### config.mk
export PLATFORM = sky130hd
export DESIGN_NAME = extractor_sign
export DESIGN_NICKNAME = d
export VERILOG_FILES = /design/src/rtl/extractor_sign.sv
export SDC_FILE = /design/constraint.sdc
export NUM_CORES = 1
export LEC_CHECK = 0
export CORE_ASPECT_RATIO = 1.25
export CORE_MARGIN = 3
export CORE_UTILIZATION = 32
export DETAILED_ROUTE_END_ITERATION = 10
export MAX_ROUTING_LAYER = met4
export SLEW_MARGIN = 20
export SYNTH_ARGS = -nofsm -noshare
export SYNTH_HDL_FRONTEND = slang
export SYNTH_SLANG_ARGS = --single-unit
### constraint.sdc
create_clock -name clk -period 3.48 [get_ports clk]
set_input_delay 0.348 -clock clk [delete_from_list [all_inputs] [get_ports clk]]
set_output_delay 0.348 -clock clk [all_outputs]
set_load 0.005 [all_outputs]
### src/rtl/extractor_sign.sv
// extractor_sign: walks an MSB-first video bit stream under flag/skip control entries
// and packs the flagged bits into sign bytes.
module extractor_sign (
    input  logic       clk,
    input  logic       rst_n,
    input  logic       clk_en,
    input  logic [7:0] vid_in,
    input  logic       vid_empty,
    input  logic [7:0] cnt_in,
    input  logic       cnt_empty,
    input  logic       flush,
    input  logic       out_afull,
    output logic       vid_rd,
    output logic       cnt_rd,
    output logic [7:0] sign_out,
    output logic       sign_wr,
    output logic [3:0] sign_cnt,
    output logic       last_sign_out
);
    localparam logic [1:0] FILL = 2'd0, EXTRACT = 2'd1, SKIP = 2'd2, HOLD = 2'd3;
    logic [1:0] state, prev, op, state_n;
    logic [7:0] vid_q, ent_q, byte_c, ent_c, acc, acc_n;
    logic       vid_v, vid_p, ent_v, ent_p, wr_q;
    logic [3:0] rem, rem_n, k, k_n;
    logic [2:0] ptr;
    logic [6:0] carry, carry_n, skip, resid;
    logic       en, byte_ok, ent_ok, apply, discard, settle, take_byte, extract, bit_x, full, dump;
    assign en = clk_en & ~out_afull;
    assign op = state == HOLD ? prev : state;
    // a read issued last cycle makes FIFO data usable directly, without waiting for the register
    assign byte_ok = vid_v | vid_p;
    assign ent_ok = ent_v | ent_p;
    assign byte_c = vid_p ? vid_in : vid_q;
    assign ent_c = ent_p ? cnt_in : ent_q;
    assign skip = ent_c[6:0];
    assign ptr = rem[2:0] - 3'd1;
    assign bit_x = byte_c[ptr];
    assign apply = en & (op != SKIP) & byte_ok & ent_ok;
    assign discard = en & (op == SKIP) & (carry >= 7'd8) & byte_ok;
    assign settle = en & (op == SKIP) & (carry < 7'd8);
    assign take_byte = discard | (apply & (skip >= {3'b0, rem}));
    assign resid = apply ? skip - {3'b0, rem} : carry - 7'd8;
    assign extract = apply & ent_c[7];
    assign acc_n = extract ? {acc[6:0], bit_x} : acc;
    assign k_n = k + {3'b0, extract};
    assign full = k_n == 4'd8;
    assign dump = full | (en & flush & (k_n != 4'd0));
    assign vid_rd = rst_n & en & ~vid_empty & (~byte_ok | take_byte);
    assign cnt_rd = rst_n & en & ~cnt_empty & (~ent_ok | apply);
    assign sign_wr = wr_q & en;
    always_comb begin
        rem_n = rem;
        if (apply & ~take_byte)
            rem_n = rem - skip[3:0];
        else if ((apply & (resid < 7'd8)) | settle)
            rem_n = 4'd8 - (settle ? carry[3:0] : resid[3:0]);
        carry_n = (discard | (apply & take_byte & (resid >= 7'd8))) ? resid : carry;
        state_n = !en ? state : apply ? ((take_byte & (resid >= 7'd8)) ? SKIP : EXTRACT) :
                  discard ? SKIP : settle ? EXTRACT : HOLD;
    end
    always_ff @(posedge clk or negedge rst_n) begin
        if (!rst_n) begin
            state <= FILL;
            prev <= FILL;
            vid_q <= '0;
            ent_q <= '0;
            vid_v <= 1'b0;
            vid_p <= 1'b0;
            ent_v <= 1'b0;
            ent_p <= 1'b0;
            rem <= 4'd8;
            carry <= '0;
            acc <= '0;
            k <= '0;
            wr_q <= 1'b0;
            sign_out <= '0;
            sign_cnt <= '0;
            last_sign_out <= 1'b0;
        end else begin
            vid_p <= vid_rd;
            ent_p <= cnt_rd;
            vid_v <= byte_ok & ~take_byte;
            ent_v <= ent_ok & ~apply;
            vid_q <= byte_c;
            ent_q <= ent_c;
            state <= state_n;
            prev <= en ? op : prev;
            rem <= rem_n;
            carry <= carry_n;
            acc <= dump ? 8'd0 : acc_n;
            k <= dump ? 4'd0 : k_n;
            // an emitted byte stays pending while stalled so the strobe is never lost
            wr_q <= dump | (wr_q & ~en);
            if (dump) begin
                sign_out <= acc_n << (4'd8 - k_n);
                sign_cnt <= k_n;
            end
            if (extract) last_sign_out <= bit_x;
        end
    end
endmodule
## After elaboration in Yosys (flattened, before gate mapping)

Cells that the tools add are included.

- Word-level logic and storage cells: 95
- Bits of input ports: 23
- Register bits after elaboration: 61

- Mux-type cells: 16
- Eq/ne operators: 4
- $lt $le $gt $ge: 6
- Reductions and logical operators: 2
- Bitwise gates (word level): 43
- Shifts and indexed selects: 1
- Add/sub/neg operators: 7

Operator list:

| kind | count |
|---|---|
| 8-bit 2-to-1 mux | 4 |
| 1-bit AND | 26 |
| 4-bit 2-to-1 mux | 4 |
| 7-bit by 4-bit greater-or-equal comparator with 1-bit output, second input constant | 2 |
| 7-bit by 4-bit < comparator with 1-bit output, second input constant | 2 |
| 2-bit 2-to-1 mux | 5 |
| 1-bit bitwise OR | 9 |
| 1-bit inverter | 8 |
| 8-bit by 4-bit << shifter with 8-bit output | 1 |
| 4-bit subtractor, first input constant | 2 |
| 7-bit by 4-bit greater-or-equal comparator with 1-bit output | 1 |
| 7-bit 2-to-1 mux | 1 |
| 7-bit by 4-bit subtractor with 7-bit output | 1 |
| 7-bit by 4-bit subtractor with 7-bit output, second input constant | 1 |
| 4-bit by 1-bit adder with 4-bit output | 1 |
| 2-bit equality test, second input constant | 2 |
| 4-bit equality test, second input constant | 1 |
| 3-bit by 4-bit < comparator with 1-bit output, second input constant | 1 |
| 4-bit nonzero test | 1 |
| 4-bit subtractor | 1 |
| 1-bit binary-select mux with 3-bit select | 1 |
| 3-bit by 1-bit subtractor with 3-bit output, second input constant | 1 |
| 2-bit inequality test, second input constant | 1 |
| 2-bit nonzero test | 1 |
| 1-bit 2-to-1 mux | 1 |

## Longest topological paths before layout

- Depth in word-level cells: 12
- Mapped depth: 16

## Least setup slack after synthesis

No wires, ideal clock.

- Path kind: register -> register
- From: register ent_p
- To: register carry[4]
- Period minus slack after synthesis: 3.140 ns
- Data arrival time: 3.063 ns
- Stages on the path, launching flop included: 15
- Setup slack: 0.340 ns
- Cells stage by stage: dfrtp_1 -> buf_6 -> clkbuf_1 -> mux2i_1 -> ha_1 -> inv_1 -> fa_1 -> a21o_1 -> a21oi_1 -> mux2i_1 -> a211oi_1 -> o21bai_1 -> buf_2 -> nor2_1 -> a21oi_1

- Word-level cells in the longest chain between the ends: 7

Ends and longest elaborated chain:

| what | line | source |
|---|---|---|
| start, declared | 23 | `logic vid_v, vid_p, ent_v, ent_p, wr_q;` |
| start signal, assigned | 81 | `ent_p <= cnt_rd;` |
| branches (longest 7 deep; another with 7-bit by 4-bit subtractor with 7-bit output) | - |  |
| end signal, assigned | 89 | `carry <= carry_n;` |
| end, declared | 26 | `logic [6:0] carry, carry_n, skip, resid;` |

Several ways; the timed one is not identified.
A chain may end at the register's enable or synchronous reset.

## Final worst setup path

- From: register ent_p
- To: register sign_out[4]

RTL lines:

| what | line | source |
|---|---|---|
| 8-bit 2-to-1 mux * | 34 | `assign ent_c = ent_p ? cnt_in : ent_q;` |
| via ent_c[7] | 22 | `logic [7:0] vid_q, ent_q, byte_c, ent_c, acc, acc_n;` |
| 1-bit AND * | 43 | `assign extract = apply & ent_c[7];` |
| 4-bit by 1-bit adder with 4-bit output * | 45 | `assign k_n = k + {3'b0, extract};` |
| via k_n[1] | 24 | `logic [3:0] rem, rem_n, k, k_n;` |
| branches (longest 3 deep; another with 4-bit subtractor) | - |  |
| end signal, assigned | 95 | `sign_out <= acc_n << (4'd8 - k_n);` |
| end, declared | 15 | `output logic [7:0] sign_out,` |

Mark *: on every way through the listed nets, which the timed path passes.

==> flow_metrics.py <==
metrics = {
    "clock_network": {
        "clk-insertion-delay-late_ps": 320,
        "cts_buffer_depth": 2,
        "cts_made_buffers": 9,
        "postCtsHoldBufs": 0,
        "clkTransAtPathRegs_ps": 50,
        "cts.sinks": 61,
        "clock-root-buffer": "clkbuf_16",
        "cts_tree": "built",
        "cts_max_level": 3,
    },
    "sta": {
        "fin_worst_skew_ps": 5.25,
        "timing.fmax_mhz": 315,
        "finalSetupViolations": 0,
        "hold_slack_ps": 225,
        "slew_headroom_pct": 48.2,
        "fin_ws_ps": 308,
        "drv_slew": 0,
        "timing.final.crit_share_pct": 91.2,
        "rsz0062_at_grt": "no",
        "min_period_ps": 3170,
        "hold_violations": 0,
        "tns_ps": 0,
        "worst-slew-pin-transition_ps": 776,
    },
    "die": {
        "die_w_um": 101,
        "start_util_pct": 33.2,
        "coreArea_sq_um": 10800,
        "rows": 42,
        "io_pins": 39,
        "die_h_um": 124,
        "dieArea_sq_um": 12500,
    },
    "cells_and_area": {
        "drive_above_1_share_pct": 17.9,
        "fin_cells": 545,
        "syn_to_final_growth_pct": 28.4,
        "nNetsFinal": 447,
        "antenna_cells": 0,
    },
    "power": {
        "ir_drop_uv": 467,
        "power_mw": 3.80,
        "leakage_nw": 2.06,
        "pwr_density_cell_nw_per_um2": 827,
    },
    "global_routing": {
        "gr-usage-met2_pct": 23.4,
        "overflow": 0,
        "grt.total_usage_pct": 13.9,
        "use_met1_pct": 16.2,
        "grt_pass1_vias": 2842,
        "grt_max_degree": 62,
        "met3_usage_pct": 3.98,
        "antenna_found_initial": 0,
        "gr-max-usage-layer": "met2",
        "grt_pass1_wl_um": 13300,
    },
    "critical_path": {
        "crit_path_end": "sign_out[4]",
        "crit_start": "ent_p",
        "cp-end-kind": "register",
        "crit_arrival_ps": 3360,
        "timing.rr.start": "ent_p",
        "worstRegToRegCells": 13,
        "critPathKind": "register to register",
        "cp.required_ps": 3670,
        "cp_max_fo": 5,
        "r2r_end": "sign_out[4]",
        "startpoint_type": "register",
        "ff2ff_setup_slack_ps": 310,
    },
    "synth": {
        "yosys_warnings": 0,
        "synth-seq-area-share_pct": 42.7,
        "synthXorXnorAreaFrac_pct": 3.68,
        "async_flop_share_pct": 100,
        "synth_top_family_by_area": "compound AO/OA/AOI/OAI gates",
        "synth_compound_area_share_pct": 15.0,
        "syn_nets": 385,
        "synth_cell_type_count": 65,
        "synth_simple_gate_area_share_pct": 14.1,
        "yosys-top-cells-area": "dfrtp_1, mux2i_1, ha_1",
        "synth_edf_count": 0,
        "ys.flop_type": "dfrtp_1",
        "synth_top_cell_area_share_pct": 42.0,
        "synthAdderAreaFrac_pct": 6.02,
        "yosys.area.top_type": "dfrtp_1",
        "avgSynthCellArea_sq_um": 10.3,
        "synthMuxAreaShare_pct": 14.5,
        "syn_inst": 346,
        "mappedNetlistArea_sq_um": 3570,
        "synth-seq-cells": 61,
    },
    "job": {
        "drv_cap": 0,
    },
    "drt": {
        "vias_per_cell": 5.04,
        "ant_nets": 0,
        "vias": 2748,
        "first_pass_iters": 4,
        "wl_per_cell_um": 14.4,
        "initialDrtViolationCount": 90,
        "drc_errors": 0,
        "wirelength_um": 7840,
    },
    "placement": {
        "dp_slack_ps": 54.0,
        "dp_cells": 528,
        "hpwl_um": 5820,
        "port_buffers": 38,
        "gp_congestion": 0.772,
    },
    "hold_path": {
        "hp-class": "input port to async pin",
    },
    "status": {
        "status": "complete, no violations",
    },
}
## cell usage after synthesis, types with 5 or more instances
cell	instances
nand2b_1	6
mux2i_1	23
clkbuf_1	5
o21ai_0	13
dfrtp_1	60
ha_1	14
nor3_1	5
xor2_1	8
nor2_1	33
nand2_1	33
a21oi_1	26
mux2_2	12
inv_1	19
xnor2_1	7
## worst min-delay path by stage
| stage | startpoint | end | cells past startpoint |
|---|---|---|---|
| 3_5_place_dp | sign_cnt[2] | sign_cnt[2] | 2 |
| 3_3_place_gp | wr_q | wr_q | 2 |
| 6_report | rst_n | sign_cnt[1] | 2 |
| 4_1_cts | rst_n | wr_q | 2 |
| 5_1_grt | rst_n | state[0] | 2 |
| 2_1_floorplan | rst_n | acc[0] | 0 |
## where the power goes
group	internal [mW]	leakage, nW	switching [mW]	total, mW
clock	0.718	0.167	0.310	1.03
combinational	0.797	1.11	0.916	1.71
sequential	0.927	0.777	0.130	1.06
total	2.44	2.06	1.36	3.80
## flip-flops by register name, summed over array words and instances, names as in the netlist
signal and flops:
acc 8, ent_q 8, sign_out 8, vid_q 8
carry 7, k 4, rem 4, sign_cnt 4
prev 2, state 2, ent_p 1, ent_v 1
last_sign_out 1, vid_p 1, vid_v 1, wr_q 1
## metrics by stage
step / utilization [%] / cell area [sq um]
final: 42.6 / 4590
after CTS: 42.4 / 4570
after global placement: 39.2 / 4220
after floorplan: - / 3570
after detailed placement: 39.2 / 4220
after global routing: 42.6 / 4590
## cell type report
type | count | area, sq um
inverter | 21 | 83.8
tap | 132 | 165
fill | 1026 | 6180
multi-input combinational | 254 | 1920
timing repair buffer | 61 | 551
clock buffer | 12 | 246
clock inverter | 4 | 95.1
sequential | 61 | 1530
## cells in the final DEF, fill, tap and decap left out, types with 4 or more instances in the layout
master	count
a21oi_1	25
buf_4	23
clkbuf_16	9
clkdlybuf4s50_1	36
dfrtp_1	59
ha_1	14
inv_1	19
mux2_2	12
mux2i_1	23
nand2_1	33
nand2b_1	6
nand3_1	4
nor2_1	32
o21ai_0	13
o32ai_1	4
xnor2_1	7
xor2_1	8
## worst max-delay path, stage by stage (launching register included)
cell and delay, ps:
dfrtp_2 420, buf_4 160, mux2_2 370, nand3_4 110, inv_6 30, ha_1 180, ha_1 290, inv_1 50
ha_1 240, inv_1 130, a2bb2oi_1 320, and2b_1 280, a222oi_1 310, o21ai_0 140
## cells by family (layout without fill, tap and decap cells)
family,Yosys count,count (layout)
AND/OR/NAND/NOR,103,103
multiplexers,42,42
adder cells (fa/ha/maj),16,16
AO/OA/AOI/OAI,78,78
flip-flops,61,61
XOR/XNOR,15,15
buffers and inverters,31,98
## per-layer routing
layer	routed length [um]	up-vias
met3	308	9
met4	91	0
li1	-	1360
met1	3520	1328
met5	0	-
met2	3920	51
## timing repair
| item | 4_1_cts | 5_1_grt |
|---|---|---|
| pin swaps | 0 | 1 |
| resized for setup | 2 | 4 |
| setup buffers | 0 | 1 |
| setup endpoints to repair | 1 | 1 |
(Power assumes the default switching activity.)
